**src/rtl/hashcore_pkg.sv**
```systemverilog
// Shared types for the hash-core result path: nonce width, core-id width helper and FIFO entry.
package hashcore_pkg;

  localparam int GN_NONCE_W   = 32;
  localparam int GN_CID_MAX_W = 5;

  function automatic int cid_w(input int n);
    return (n <= 1) ? 1 : $clog2(n);
  endfunction

  // Saturating 16-bit accumulate used by the optional statistics counters
  function automatic logic [15:0] sat16_add(input logic [15:0] a, input int b);
    int s;
    s = int'(a) + b;
    return (s > 65535) ? 16'hFFFF : s[15:0];
  endfunction

  typedef struct packed {
    logic [GN_CID_MAX_W-1:0] core_id;
    logic [GN_NONCE_W-1:0]   nonce;
  } gn_entry_t;

endpackage

```
**src/rtl/gn_fifo.sv**
```systemverilog
// First-word-fall-through FIFO with occupancy count; head reads as zero while empty.
module gn_fifo #(
  parameter int DEPTH = 8,
  parameter int W     = 8,
  localparam int AW   = $clog2(DEPTH),
  localparam int CW   = AW + 1
) (
  input  logic          hash_clk,
  input  logic          reset,
  input  logic          flush,
  input  logic          push,
  input  logic [W-1:0]  push_data,
  input  logic          pop,
  output logic [W-1:0]  head,
  output logic [CW-1:0] count,
  output logic          full,
  output logic          empty
);

  logic [W-1:0]  r_mem [DEPTH];
  logic [AW-1:0] r_wr_ptr;
  logic [AW-1:0] r_rd_ptr;
  logic [CW-1:0] r_count;
  logic          w_push;
  logic          w_pop;

  assign full   = (r_count == CW'(DEPTH));
  assign empty  = (r_count == '0);
  assign w_push = push & ~full;
  assign w_pop  = pop & ~empty;
  assign count  = r_count;
  assign head   = empty ? '0 : r_mem[r_rd_ptr];

  always_ff @(posedge hash_clk) begin
    if (w_push && !flush) r_mem[r_wr_ptr] <= push_data;
  end

  // Count alone distinguishes full from empty, so pointers wrap naturally at DEPTH
  always_ff @(posedge hash_clk) begin
    if (reset || flush) begin
      r_wr_ptr <= '0;
      r_rd_ptr <= '0;
      r_count  <= '0;
    end else begin
      if (w_push) r_wr_ptr <= r_wr_ptr + 1'b1;
      if (w_pop)  r_rd_ptr <= r_rd_ptr + 1'b1;
      r_count <= r_count + CW'(w_push) - CW'(w_pop);
    end
  end

endmodule

```
**src/rtl/golden_nonce_arbiter.sv**
```systemverilog
// Captures per-core golden-nonce strobes and round-robin queues them for the host link.
// Optional GN_STATS_EN adds saturating match/drop counters.
module golden_nonce_arbiter
  import hashcore_pkg::*;
#(
  parameter int  NUM_CORES  = 4,
  parameter int  FIFO_DEPTH = 8,
  parameter int  NONCE_W    = GN_NONCE_W,
  localparam int CID_W      = cid_w(NUM_CORES),
  localparam int CNT_W      = $clog2(FIFO_DEPTH) + 1
) (
  input  logic                         hash_clk,
  input  logic                         reset,
  input  logic [NUM_CORES-1:0]         core_match,
  input  logic [NUM_CORES*NONCE_W-1:0] core_nonce,
  input  logic                         flush,
  output logic                         out_valid,
  input  logic                         out_ready,
  output logic [NONCE_W-1:0]           out_nonce,
  output logic [CID_W-1:0]             out_core,
  output logic [CNT_W-1:0]             fifo_count,
  output logic                         overflow,
`ifdef GN_STATS_EN
  output logic [15:0]                  stat_matches,
  output logic [15:0]                  stat_drops,
`endif
  input  logic                         overflow_clr
);

  logic [NUM_CORES-1:0] r_pend;
  logic [NUM_CORES-1:0] w_pend_next;
  logic [NONCE_W-1:0]   r_hold [NUM_CORES];
  logic [NONCE_W-1:0]   w_nonce_in [NUM_CORES];
  logic [CID_W-1:0]     r_rr_ptr;
  logic                 r_overflow;
  logic [NUM_CORES-1:0] w_grant_vec;
  logic [NUM_CORES-1:0] w_ovf_vec;
  logic [CID_W-1:0]     w_grant_idx;
  logic                 w_grant_valid;
  logic                 w_full;
  logic                 w_empty;
  gn_entry_t            w_push_entry;
  gn_entry_t            w_head;

  genvar gi;
  generate
    for (gi = 0; gi < NUM_CORES; gi++) begin : g_core
      assign w_nonce_in[gi] = core_nonce[gi*NONCE_W +: NONCE_W];
      // A fresh strobe on a still-waiting core replaces its result
      assign w_ovf_vec[gi]  = core_match[gi] & r_pend[gi] & ~w_grant_vec[gi] & ~flush;
    end
  endgenerate

  // Lowest pending index overall, then overridden by the lowest at or after rr_ptr
  always_comb begin
    w_grant_idx = '0;
    for (int i = NUM_CORES - 1; i >= 0; i--) begin
      if (r_pend[i]) w_grant_idx = CID_W'(i);
    end
    for (int i = NUM_CORES - 1; i >= 0; i--) begin
      if (r_pend[i] && (CID_W'(i) >= r_rr_ptr)) w_grant_idx = CID_W'(i);
    end
    w_grant_valid = (|r_pend) & ~w_full & ~flush;
    w_grant_vec   = w_grant_valid ? (NUM_CORES'(1) << w_grant_idx) : '0;
  end

  always_comb begin
    w_pend_next = r_pend;
    for (int i = 0; i < NUM_CORES; i++) begin
      if (flush)               w_pend_next[i] = 1'b0;
      else if (core_match[i])  w_pend_next[i] = 1'b1;
      else if (w_grant_vec[i]) w_pend_next[i] = 1'b0;
    end
  end

  always_ff @(posedge hash_clk) begin
    if (reset) begin
      r_pend     <= '0;
      r_rr_ptr   <= '0;
      r_overflow <= 1'b0;
    end else begin
      r_pend <= w_pend_next;
      if (w_grant_valid)
        r_rr_ptr <= (w_grant_idx == CID_W'(NUM_CORES - 1)) ? '0 : w_grant_idx + 1'b1;
      if (|w_ovf_vec)        r_overflow <= 1'b1;
      else if (overflow_clr) r_overflow <= 1'b0;
    end
  end

  always_ff @(posedge hash_clk) begin
    for (int i = 0; i < NUM_CORES; i++) begin
      if (!reset && !flush && core_match[i]) r_hold[i] <= w_nonce_in[i];
    end
  end

  always_comb begin
    w_push_entry.core_id = GN_CID_MAX_W'(w_grant_idx);
    w_push_entry.nonce   = GN_NONCE_W'(r_hold[w_grant_idx]);
  end

  gn_fifo #(
    .DEPTH (FIFO_DEPTH),
    .W     ($bits(gn_entry_t))
  ) u_fifo (
    .hash_clk  (hash_clk),
    .reset     (reset),
    .flush     (flush),
    .push      (w_grant_valid),
    .push_data (w_push_entry),
    .pop       (out_valid & out_ready),
    .head      (w_head),
    .count     (fifo_count),
    .full      (w_full),
    .empty     (w_empty)
  );

  assign out_valid = ~w_empty;
  assign out_nonce = NONCE_W'(w_head.nonce);
  assign out_core  = CID_W'(w_head.core_id);
  assign overflow  = r_overflow;

`ifdef GN_STATS_EN
  logic [15:0] r_stat_matches;
  logic [15:0] r_stat_drops;
  int          w_match_add;
  int          w_drop_add;

  // A flush discards queued entries plus every pending or same-cycle result
  always_comb begin
    w_match_add = flush ? 0 : $countones(core_match);
    w_drop_add  = flush ? (int'(fifo_count) + $countones(r_pend | core_match))
                        : $countones(w_ovf_vec);
  end

  always_ff @(posedge hash_clk) begin
    if (reset) begin
      r_stat_matches <= '0;
      r_stat_drops   <= '0;
    end else begin
      r_stat_matches <= sat16_add(r_stat_matches, w_match_add);
      r_stat_drops   <= sat16_add(r_stat_drops, w_drop_add);
    end
  end

  assign stat_matches = r_stat_matches;
  assign stat_drops   = r_stat_drops;
`endif

endmodule
```
**config.mk**
```make
export PLATFORM = sky130hd
export DESIGN_NAME = golden_nonce_arbiter
export DESIGN_NICKNAME = d
export VERILOG_FILES = /design/src/rtl/hashcore_pkg.sv /design/src/rtl/gn_fifo.sv /design/src/rtl/golden_nonce_arbiter.sv
export SDC_FILE = /design/constraint.sdc
export NUM_CORES = 1
export LEC_CHECK = 0
export CAP_MARGIN = 20
export CORE_MARGIN = 4
export CORE_UTILIZATION = 30
export DETAILED_ROUTE_END_ITERATION = 6
export PLACE_DENSITY = 0.55
export SETUP_SLACK_MARGIN = 0.5
export SYNTH_ARGS = -nofsm -noshare
export SYNTH_HDL_FRONTEND = slang
export SYNTH_SLANG_ARGS = --single-unit
export TNS_END_PERCENT = 50
```
**constraint.sdc**
```tcl
create_clock -name hash_clk -period 10.1 [get_ports hash_clk]
set_input_delay 1.515 -clock hash_clk [delete_from_list [all_inputs] [get_ports hash_clk]]
set_output_delay 1.515 -clock hash_clk [all_outputs]
set_load 0.05 [all_outputs]
```
# Yosys cells after proc, flatten, opt, wreduce, memory -nomap -nowiden
# Memories as Yosys holds them, arrays and structs flattened. A register that Yosys moved wholly into a read port is not among the register bits.
# Index checks and enable logic that the tools add are counted.
op_classes:
  addsub: 5
  n_lt_le_gt_ge: 4
  n_eq_ne: 2
  n_shift: 1
  muxes: 33
  n_bitwise: 24
  reduce_logical: 22
ops:
  columns: ["cell", "count"]
  rows:
  - ["34-bit two-way mux", 1]
  - ["1-bit two-way mux", 20]
  - ["2-bit two-way mux", 9]
  - ["1-bit bitwise AND", 17]
  - ["1-bit logical AND", 10]
  - ["2-bit nonzero test", 5]
  - ["4-bit OR reduction", 2]
  - ["1-bit inverter", 7]
  - ["3-bit by 1-bit adder with 3-bit output, second input constant", 2]
  - ["3-bit two-way mux", 2]
  - ["4-bit by 1-bit adder with 4-bit output", 1]
  - ["4-bit equality test, second input constant", 1]
  - ["1-bit by 2-bit greater-or-equal comparator with 1-bit output, first input constant", 2]
  - ["2-bit greater-or-equal comparator, first input constant", 2]
  - ["4-bit zero test", 1]
  - ["4-bit two-way mux", 1]
  - ["1-bit by 2-bit left shift with 4-bit output, first input constant", 1]
  - ["4-bit by 1-bit subtractor with 4-bit output", 1]
  - ["2-bit by 1-bit adder with 2-bit output, second input constant", 1]
  - ["2-bit equality test, second input constant", 1]
  - ["1-bit zero test", 2]
  - ["2-bit OR reduction", 1]
  - ["1-bit logical OR", 1]
totals:
  regBits: 17
  ram_bits: 400
  inputBits: 137
  output_inout_bits: 40
  word_cells: 102
  mem_count: 2
memory_table:
  columns: ["memory", "depth", "word_bits", "read_ports", "rd_ports_with_merged_regs", "wr", "line", "text"]
  rows:
  - ["u_fifo.r_mem", 8, 34, 1, 1, 1, "gn_fifo.sv:20", "logic [W-1:0] r_mem [DEPTH];"]
  - ["r_hold", 4, 32, 1, 0, 4, "golden_nonce_arbiter.sv:32", "logic [NONCE_W-1:0] r_hold [NUM_CORES];"]

# Logic depth before layout (Yosys ltp)
# Gate-level depths: netlist of the first run.
logic_depth:
  depth_word: 15
  depth_mapped: 12

# By module
# From an unflattened synthesis of the first run, not the netlist that was laid out.
hier_totals:
  hier_cells: 829
  hier_area_um2: 17063.9
by_module_without_submodules:
  columns: ["mod", "n_inst", "cells_per_inst", "area_per_inst_um2", "seq_area_each_um2"]
  rows:
  - ["gn_fifo", 1, 517, 11797.6, 9148.8]
  - ["golden_nonce_arbiter", 1, 312, 5266.3, 3983.8]

# Least setup slack after synthesis of the first run
# No wires, ideal clock.
synth_path:
  path_kind: "input-to-reg"
  from: "input port flush"
  to: "memory u_fifo.r_mem[2][0] (netlist bit) (enable)"
  setup_ns: 0.523
  t_arrival_ns: 5.626
  required_ns: 9.577
  path_slack_ns: 3.951
  path_stages: 3
  path_cell_list: "or3_1 -> buf_2 -> nor4b_1"
synth_via:
  elab_chain_len: 6
  elab_cells_between_ends: 7
  cone_classes: "2 x mux; 3 x bitwise; 2 x reduce/logical"
synth_lines:
  columns: ["element", "line", "text"]
  rows:
  - ["start: declaration", "golden_nonce_arbiter.sv:16", "input logic flush,"]
  - ["1-bit inverter", "golden_nonce_arbiter.sv:63", "w_grant_valid = (|r_pend) & ~w_full & ~flush;"]
  - ["1-bit bitwise AND", "golden_nonce_arbiter.sv:63", null]
  - ["1-bit bitwise AND", "gn_fifo.sv:29", "assign w_push = push & ~full;"]
  - ["1-bit logical AND *", "gn_fifo.sv:35", "if (w_push && !flush) r_mem[r_wr_ptr] <= push_data;"]
  - ["1-bit two-way mux *", "gn_fifo.sv:35", null]
  - ["1-bit two-way mux (not written as such) *", "gn_fifo.sv:35", null]
  - ["end: declaration", "gn_fifo.sv:20", null]
# Every way passes the cells marked *; elsewhere a longest branch is shown, timed or not.

==> results of run 1 <==
cell families (layout without fill, tap and decap cells):
logic type      count (synthesis)  count (layout)  share of synthesized area
flops                         420             420                      0.759
mux                           199             199                      0.174
simple gates                   86              86                     0.0242
buf+inv                        54             283                     0.0213
compound gates                 22              22                    0.00841
fa+ha+maj                      13              13                     0.0104
xor+xnor                        6               6                    0.00321
other cells                     0               1                          0
cell usage in the layout, fill, tap and decap left out, types with 2 or more instances in the layout:
| master | instances |
|---|---|
| nand2_1 | 13 |
| o22ai_1 | 2 |
| nor3_2 | 2 |
| mux2i_1 | 131 |
| edfxtp_1 | 400 |
| xor2_1 | 3 |
| inv_1 | 13 |
| dfxtp_1 | 17 |
| clkinv_4 | 3 |
| dfxtp_2 | 2 |
| a21o_1 | 3 |
| nor4b_2 | 2 |
| clkinv_1 | 12 |
| xnor2_1 | 3 |
| nor3b_4 | 2 |
| nor2_1 | 50 |
| clkinv_2 | 6 |
| and2_1 | 5 |
| inv_6 | 2 |
| clkdlybuf4s50_1 | 176 |
| mux4_2 | 68 |
| ha_1 | 12 |
| clkbuf_16 | 43 |
| clkbuf_1 | 7 |
| buf_4 | 18 |
| a21oi_1 | 10 |
area by class of cell:
class	instances	area share
multi-input cells	326	0.182
diodes	1	0.000124
clock inverters	25	0.00775
clock buffers	50	0.0546
flip-flops and latches	420	0.616
inverters	14	0.00261
well taps	696	0.0432
repair buffers	194	0.0940
path summary, 6_finish.rpt:
kind | cells after the start | startpoint | endpoint
min | 2 | u_fifo.r_rd_ptr[2]$_SDFFE_PP0N_ | flop
max | 5 | flop | out_nonce[2]
min reg2reg | 2 | u_fifo.r_rd_ptr[2]$_SDFFE_PP0N_ | flop
max reg2reg | 6 | r_pend[0]$_SDFFE_PP0P_ | u_fifo.r_mem[3][4]$_DFFE_PP_
power by group:
group / internal, W / switching, W / leakage, nW
combinational: 0.000340 / 0.000619 / 1.84
sequential: 0.00200 / 0.0000310 / 3.80
clock: 0.000806 / 0.000628 / 0.616
critical path, delay by kind of cell, from the launching register on:
family                 cells  cell delay (ps)
muxes                      2              760
DFF                        1              770
buffers and inverters      2             1520
and+or+nand+nor            1               80
state kept, by name (all words and copies together), names as in the netlist, named ones only:
name and flops:
u_fifo.r_mem 272, overflow 1, r_pend 4, r_hold 128, u_fifo.r_wr_ptr 3, u_fifo.r_rd_ptr 3
u_fifo.count 4, r_rr_ptr 2
routing by layer:
metal / share of wire / vias to the layer above
li1: - / 3598
met4: 0.018 / 0
met5: 0 / -
met3: 0.052 / 46
met1: 0.48 / 4083
met2: 0.45 / 200
stage by stage:
| step | hold slack, ps | power [W] | cell area (um2) | utilization | cells |
|---|---|---|---|---|---|
| 2_1_floorplan | 470 | 0.00268 | 16400 | - | 800 |
| 3_3_place_gp | 508 | 0.00304 | 18900 | 0.351 | 1650 |
| 3_5_place_dp | 513 | 0.00305 | 18900 | 0.351 | 1650 |
| 4_1_cts | 533 | 0.00449 | 20200 | 0.374 | 1725 |
| 5_1_grt | 568 | 0.00462 | 20200 | 0.374 | 1725 |
| 6_report | 531 | 0.00442 | 20200 | 0.374 | 1726 |
==> results.py, run 1 <==
metrics = {
    "finish": {
        "filler_cell_count": 4916,
        "multi_input_area_mm2": 0.00367,
        "final_nets": 1149,
        "syn_to_final_growth_pct": 23.3,
        "layout-drive-gt1-share": 0.155,
        "seqCellArea_mm2": 0.0124,
    },
    "critical_path": {
        "worstSetupPathType": "flop to output pin",
        "reg2reg_slack_ps": 6770,
        "cp.arrival_ps": 3760,
        "cp.required_ps": 8590,
        "crit_fanout": 38,
        "path_cells": "buf_4, mux4_2, mux2i_1, nor2_1, clkdlybuf4s50_1",
        "cp-end-kind": "output pin",
        "slowest_stage": "clkdlybuf4s50_1",
        "critPathMaxStageDelay_ps": 790,
        "startpoint_type": "flop",
    },
    "cts": {
        "cts_setup_buffers": 0,
        "clockBufferDepth": 3,
        "clk_pin_slew_ps": 60,
        "numCtsBuffers": 43,
        "cts.sinks": 420,
        "ctsHoldBuffers": 0,
        "cts_resized": 0,
        "cts_tree": "done",
        "htree_num_levels": 2,
        "clock_latency_ps": 540,
        "ctsRootBufferMaster": "clkbuf_16",
    },
    "yosys": {
        "syn_area_mm2": 0.0164,
        "synth.largest_area_cell": "edfxtp_1",
        "syn_nets": 950,
        "syn_inst": 800,
        "ys_warn_count": 0,
        "syn_area_per_cell_um2": 20.4,
        "ys_top_cells_by_area": "edfxtp_1 73%, mux4_2 9.4%, mux2i_1 8.0%",
        "synth_top_area_frac": 0.734,
        "ys_seq_elements": 420,
        "synth-edff-count": 400,
        "yosysMostFrequentCell": "edfxtp_1",
        "synth_commonest_cells": "400 x edfxtp_1, 131 x mux2i_1, 68 x mux4_2, 51 x nor2_1, 20 x dfxtp_1",
        "synthFlopType": "edfxtp_1",
        "async_flop_share": 0,
        "post_synth_num_cell_types": 40,
        "ys_seq_area_frac": 0.759,
    },
    "place": {
        "place_congestion": 0.705,
        "dp_hpwl_um": 21600,
        "io_buffers": 176,
        "dp_slack_ps": 5250,
    },
    "floorplan": {
        "io_pins": 177,
        "rows": 85,
        "chipWidth_um": 242,
        "die_h_um": 242,
        "dieArea_mm2": 0.0583,
        "core-area_mm2": 0.0539,
        "initial_core_util": 0.303,
    },
    "pwr": {
        "p_leak_nw": 6.25,
        "ir_drop_mv": 0.109,
        "power_density_mw_per_mm2": 219,
    },
    "outcome": {
        "status": "complete, no violations",
    },
    "sta": {
        "slew-limit-headroom": 0.255,
        "period_minus_slack_ps": 5270,
        "rsz0062_at_grt": "no",
        "timing.fmax_mhz": 190,
        "skew_ps": 10.4,
        "timing.final.max_slew_violations": 0,
        "worst_slack_ps": 4830,
        "tightest_slew_ps": 1090,
        "final_hold_viol_count": 0,
        "period_share": 0.522,
        "setup_violations": 0,
        "setup_tns_ps": 0,
    },
    "drt": {
        "num_vias": 7927,
        "wl_per_cell_um": 20.8,
        "dr.pass1.iters": 7,
        "drt_iter0_markers": 504,
        "ant_nets": 0,
        "wirelength_um": 36000,
        "post_drt_via_cell_ratio": 4.59,
        "drcViolationCount": 0,
    },
    "global_route": {
        "grt_pass1_vias": 8411,
        "antenna_found_initial": 0,
        "use_met3": 0.0255,
        "use_met2": 0.188,
        "gr-usage-met1": 0.174,
        "grt_max_degree": 69,
        "grt_overflow": 0,
        "busiest_layer": "met2",
        "grt_pass1_wl_um": 53800,
        "grt_use_total": 0.121,
    },
    "job": {
        "cap_violations": 0,
    },
    "hold_path": {
        "hold_class": "flop to flop",
    },
}
Note: power is estimated with default switching activity, not from simulation.
==> run 2: changes to the inputs <==
- PLACE_DENSITY: 0.55 -> 0.56
- clock period: 10.1 -> 4.6 ns (I/O delays scaled with it)
==> run 2 against run 1 <==
Against the previous run: power rose by 120%; sequential power rose by 120%; register-to-register slack got worse by 5400 ps; critical path depth is the same; clock skew is 6.3 ps higher; sequential share of layout area fell by 0.28 points; final cell count increased by 0.17%; critical endpoint is now out_core[1].
==> results.py, run 2 (synthesized netlist as in run 1, its figures left out) <==
metrics = {
    "finish": {
        "diodes": 0,
        "finalNonFillerCells": 1729,
        "fin_area_mm2": 0.0203,
        "final_cell_mix": "400 x edfxtp_1, 176 x clkdlybuf4s50_1, 131 x mux2i_1",
        "layout-drive-gt1-share": 0.164,
        "largest_reg_flops": 272,
        "regMostFlops": "u_fifo.r_mem",
        "filler_cell_count": 4939,
        "reg_top3": "u_fifo.r_mem x272, r_hold x128",
        "syn_to_final_growth_pct": 23.9,
        "layout_commonest_cell": "edfxtp_1",
        "final_nets": 1151,
    },
    "floorplan": {
        "core-area_mm2": 0.0539,
        "io_pins": 177,
        "initial_core_util": 0.303,
        "die_h_um": 242,
        "dieArea_mm2": 0.0583,
        "chipWidth_um": 242,
        "rows": 85,
    },
    "sta": {
        "skew_ps": 16.7,
        "rsz0062_at_grt": "no",
        "setup_tns_ps": 0,
        "final_hold_viol_count": 0,
        "timing.fmax_mhz": 262,
        "slew-limit-headroom": 0.233,
        "tightest_slew_ps": 1120,
        "setup_violations": 0,
        "period_minus_slack_ps": 3810,
        "timing.final.max_slew_violations": 0,
        "worst_slack_ps": 787,
        "period_share": 0.829,
    },
    "pwr": {
        "finalPower_w": 0.00978,
        "combPwrFrac": 0.218,
        "pwr-share-clk": 0.328,
        "power_density_mw_per_mm2": 482,
        "ir_drop_mv": 0.232,
        "intPower_w": 0.00693,
        "switching_share": 0.291,
        "p_leak_nw": 6.29,
        "seq_power_share": 0.454,
        "p_sw_w": 0.00285,
    },
    "cts": {
        "clockBufferDepth": 3,
        "cts_resized": 0,
        "clk_pin_slew_ps": 60,
        "htree_num_levels": 2,
        "cts_setup_buffers": 0,
        "clock_latency_ps": 560,
        "ctsHoldBuffers": 0,
        "ctsRootBufferMaster": "clkbuf_16",
        "cts_tree": "done",
        "cts.sinks": 420,
        "numCtsBuffers": 44,
    },
    "drt": {
        "post_drt_via_cell_ratio": 4.56,
        "drt_iter0_markers": 434,
        "met2RoutedLength_um": 17100,
        "wl_per_cell_um": 21.2,
        "ant_nets": 0,
        "num_vias": 7878,
        "drt-met1-wl_um": 16900,
        "drcViolationCount": 0,
        "dr.pass1.iters": 4,
        "top_layer": "met4",
        "wl_met3_um": 1920,
        "wirelength_um": 36600,
    },
    "critical_path": {
        "cp.required_ps": 3910,
        "r2r_start": "r_rr_ptr[1]$_SDFFE_PP0P_",
        "reg2reg_slack_ps": 1420,
        "r2r_end": "u_fifo.r_mem[6][5]$_DFFE_PP_",
        "worstSetupPathType": "flop to output pin",
        "crit_fanout": 21,
        "startpoint_type": "flop",
        "reg2regPathDepth": 6,
        "cp-end-kind": "output pin",
        "cp.arrival_ps": 3120,
    },
    "hold_path": {
        "hold_class": "flop to flop",
        "min_from": "u_fifo.r_rd_ptr[2]$_SDFFE_PP0N_",
        "hold_depth": 2,
    },
    "global_route": {
        "grt_overflow": 0,
        "antenna_found_initial": 0,
        "grt_pass1_vias": 8519,
        "grt_use_total": 0.123,
        "grt_max_degree": 53,
        "grt_pass1_wl_um": 54600,
    },
    "job": {
        "cap_violations": 0,
    },
    "place": {
        "placed_area_mm2": 0.0190,
        "dp_cells": 1651,
        "dp_slack_ps": 1280,
        "place_congestion": 0.694,
        "dp_hpwl_um": 22700,
        "io_buffers": 176,
    },
    "outcome": {
        "status": "complete, no violations",
    },
}
-- run 2: cell count changes in the layout (fill, tap and decap cells not counted), moves of 2 or more --
| cell | change |
|---|---|
| and2_1 | -4 |
| and2_2 | +4 |
| clkinv_2 | +4 |
| clkinv_1 | -3 |
| clkinv_4 | -3 |
| buf_12 | +2 |
| clkbuf_16 | +2 |
| clkinvlp_4 | +2 |
| nor4b_2 | -2 |
| nor4b_4 | +2 |
-- run 2: layer usage --
layer,vias up,global-route usage
met1,4036,0.173
li1,3603,-
met2,192,0.196
met3,47,0.0292
met4,0,0.0299
met5,-,0
-- run 2: stage by stage --
| step | hold slack, ps | utilization |
|---|---|---|
| 2_1_floorplan | 470 | - |
| 4_1_cts | 541 | 0.376 |
| 3_3_place_gp | 516 | 0.352 |
| 6_report | 533 | 0.376 |
| 3_5_place_dp | 517 | 0.352 |
| 5_1_grt | 578 | 0.376 |
-- run 2: power groups by stage --
stage               Combinational (W)  Sequential (W)  Clock, W
finish                        0.00213         0.00444   0.00321
floorplan                     0.00134         0.00453         0
detailed placement            0.00219         0.00452         0
global route                  0.00229         0.00445   0.00349
CTS                           0.00220         0.00444   0.00332
global placement              0.00218         0.00451         0
-- run 2: layout make-up --
cell class	count	area (um2)	area share
multi-input combinational	326	3700	0.183
clock buffer	53	1160	0.0571
timing repair buffer	195	1930	0.0952
sequential	420	12400	0.613
tap	696	871	0.0430
inverter	14	52.6	0.00259
clock inverter	25	133	0.00655
-- run 2: critical path, stage by stage (launching register included) --
cell and delay, ps:
dfxtp_4 480, buf_4 440, mux4_2 550, mux2i_1 260, nor2_1 80, clkdlybuf4s50_1 720
-- run 2: worst max path at each step --
stage | startpoint | end | slack (ps) | depth (start not counted)
final | flop | out_core[1] | 790 | 5
after global routing | flop | out_core[1] | 610 | 5
after CTS | flop | out_nonce[18] | 650 | 5
after detailed placement | flop | out_nonce[18] | 1280 | 5
after global placement | flush | u_fifo.r_mem[5][9]$_DFFE_PP_ | 1250 | 6
after floorplan | u_fifo.count[2]$_SDFF_PP0_ | u_fifo.r_mem[5][0]$_DFFE_PP_ | -330 | 9
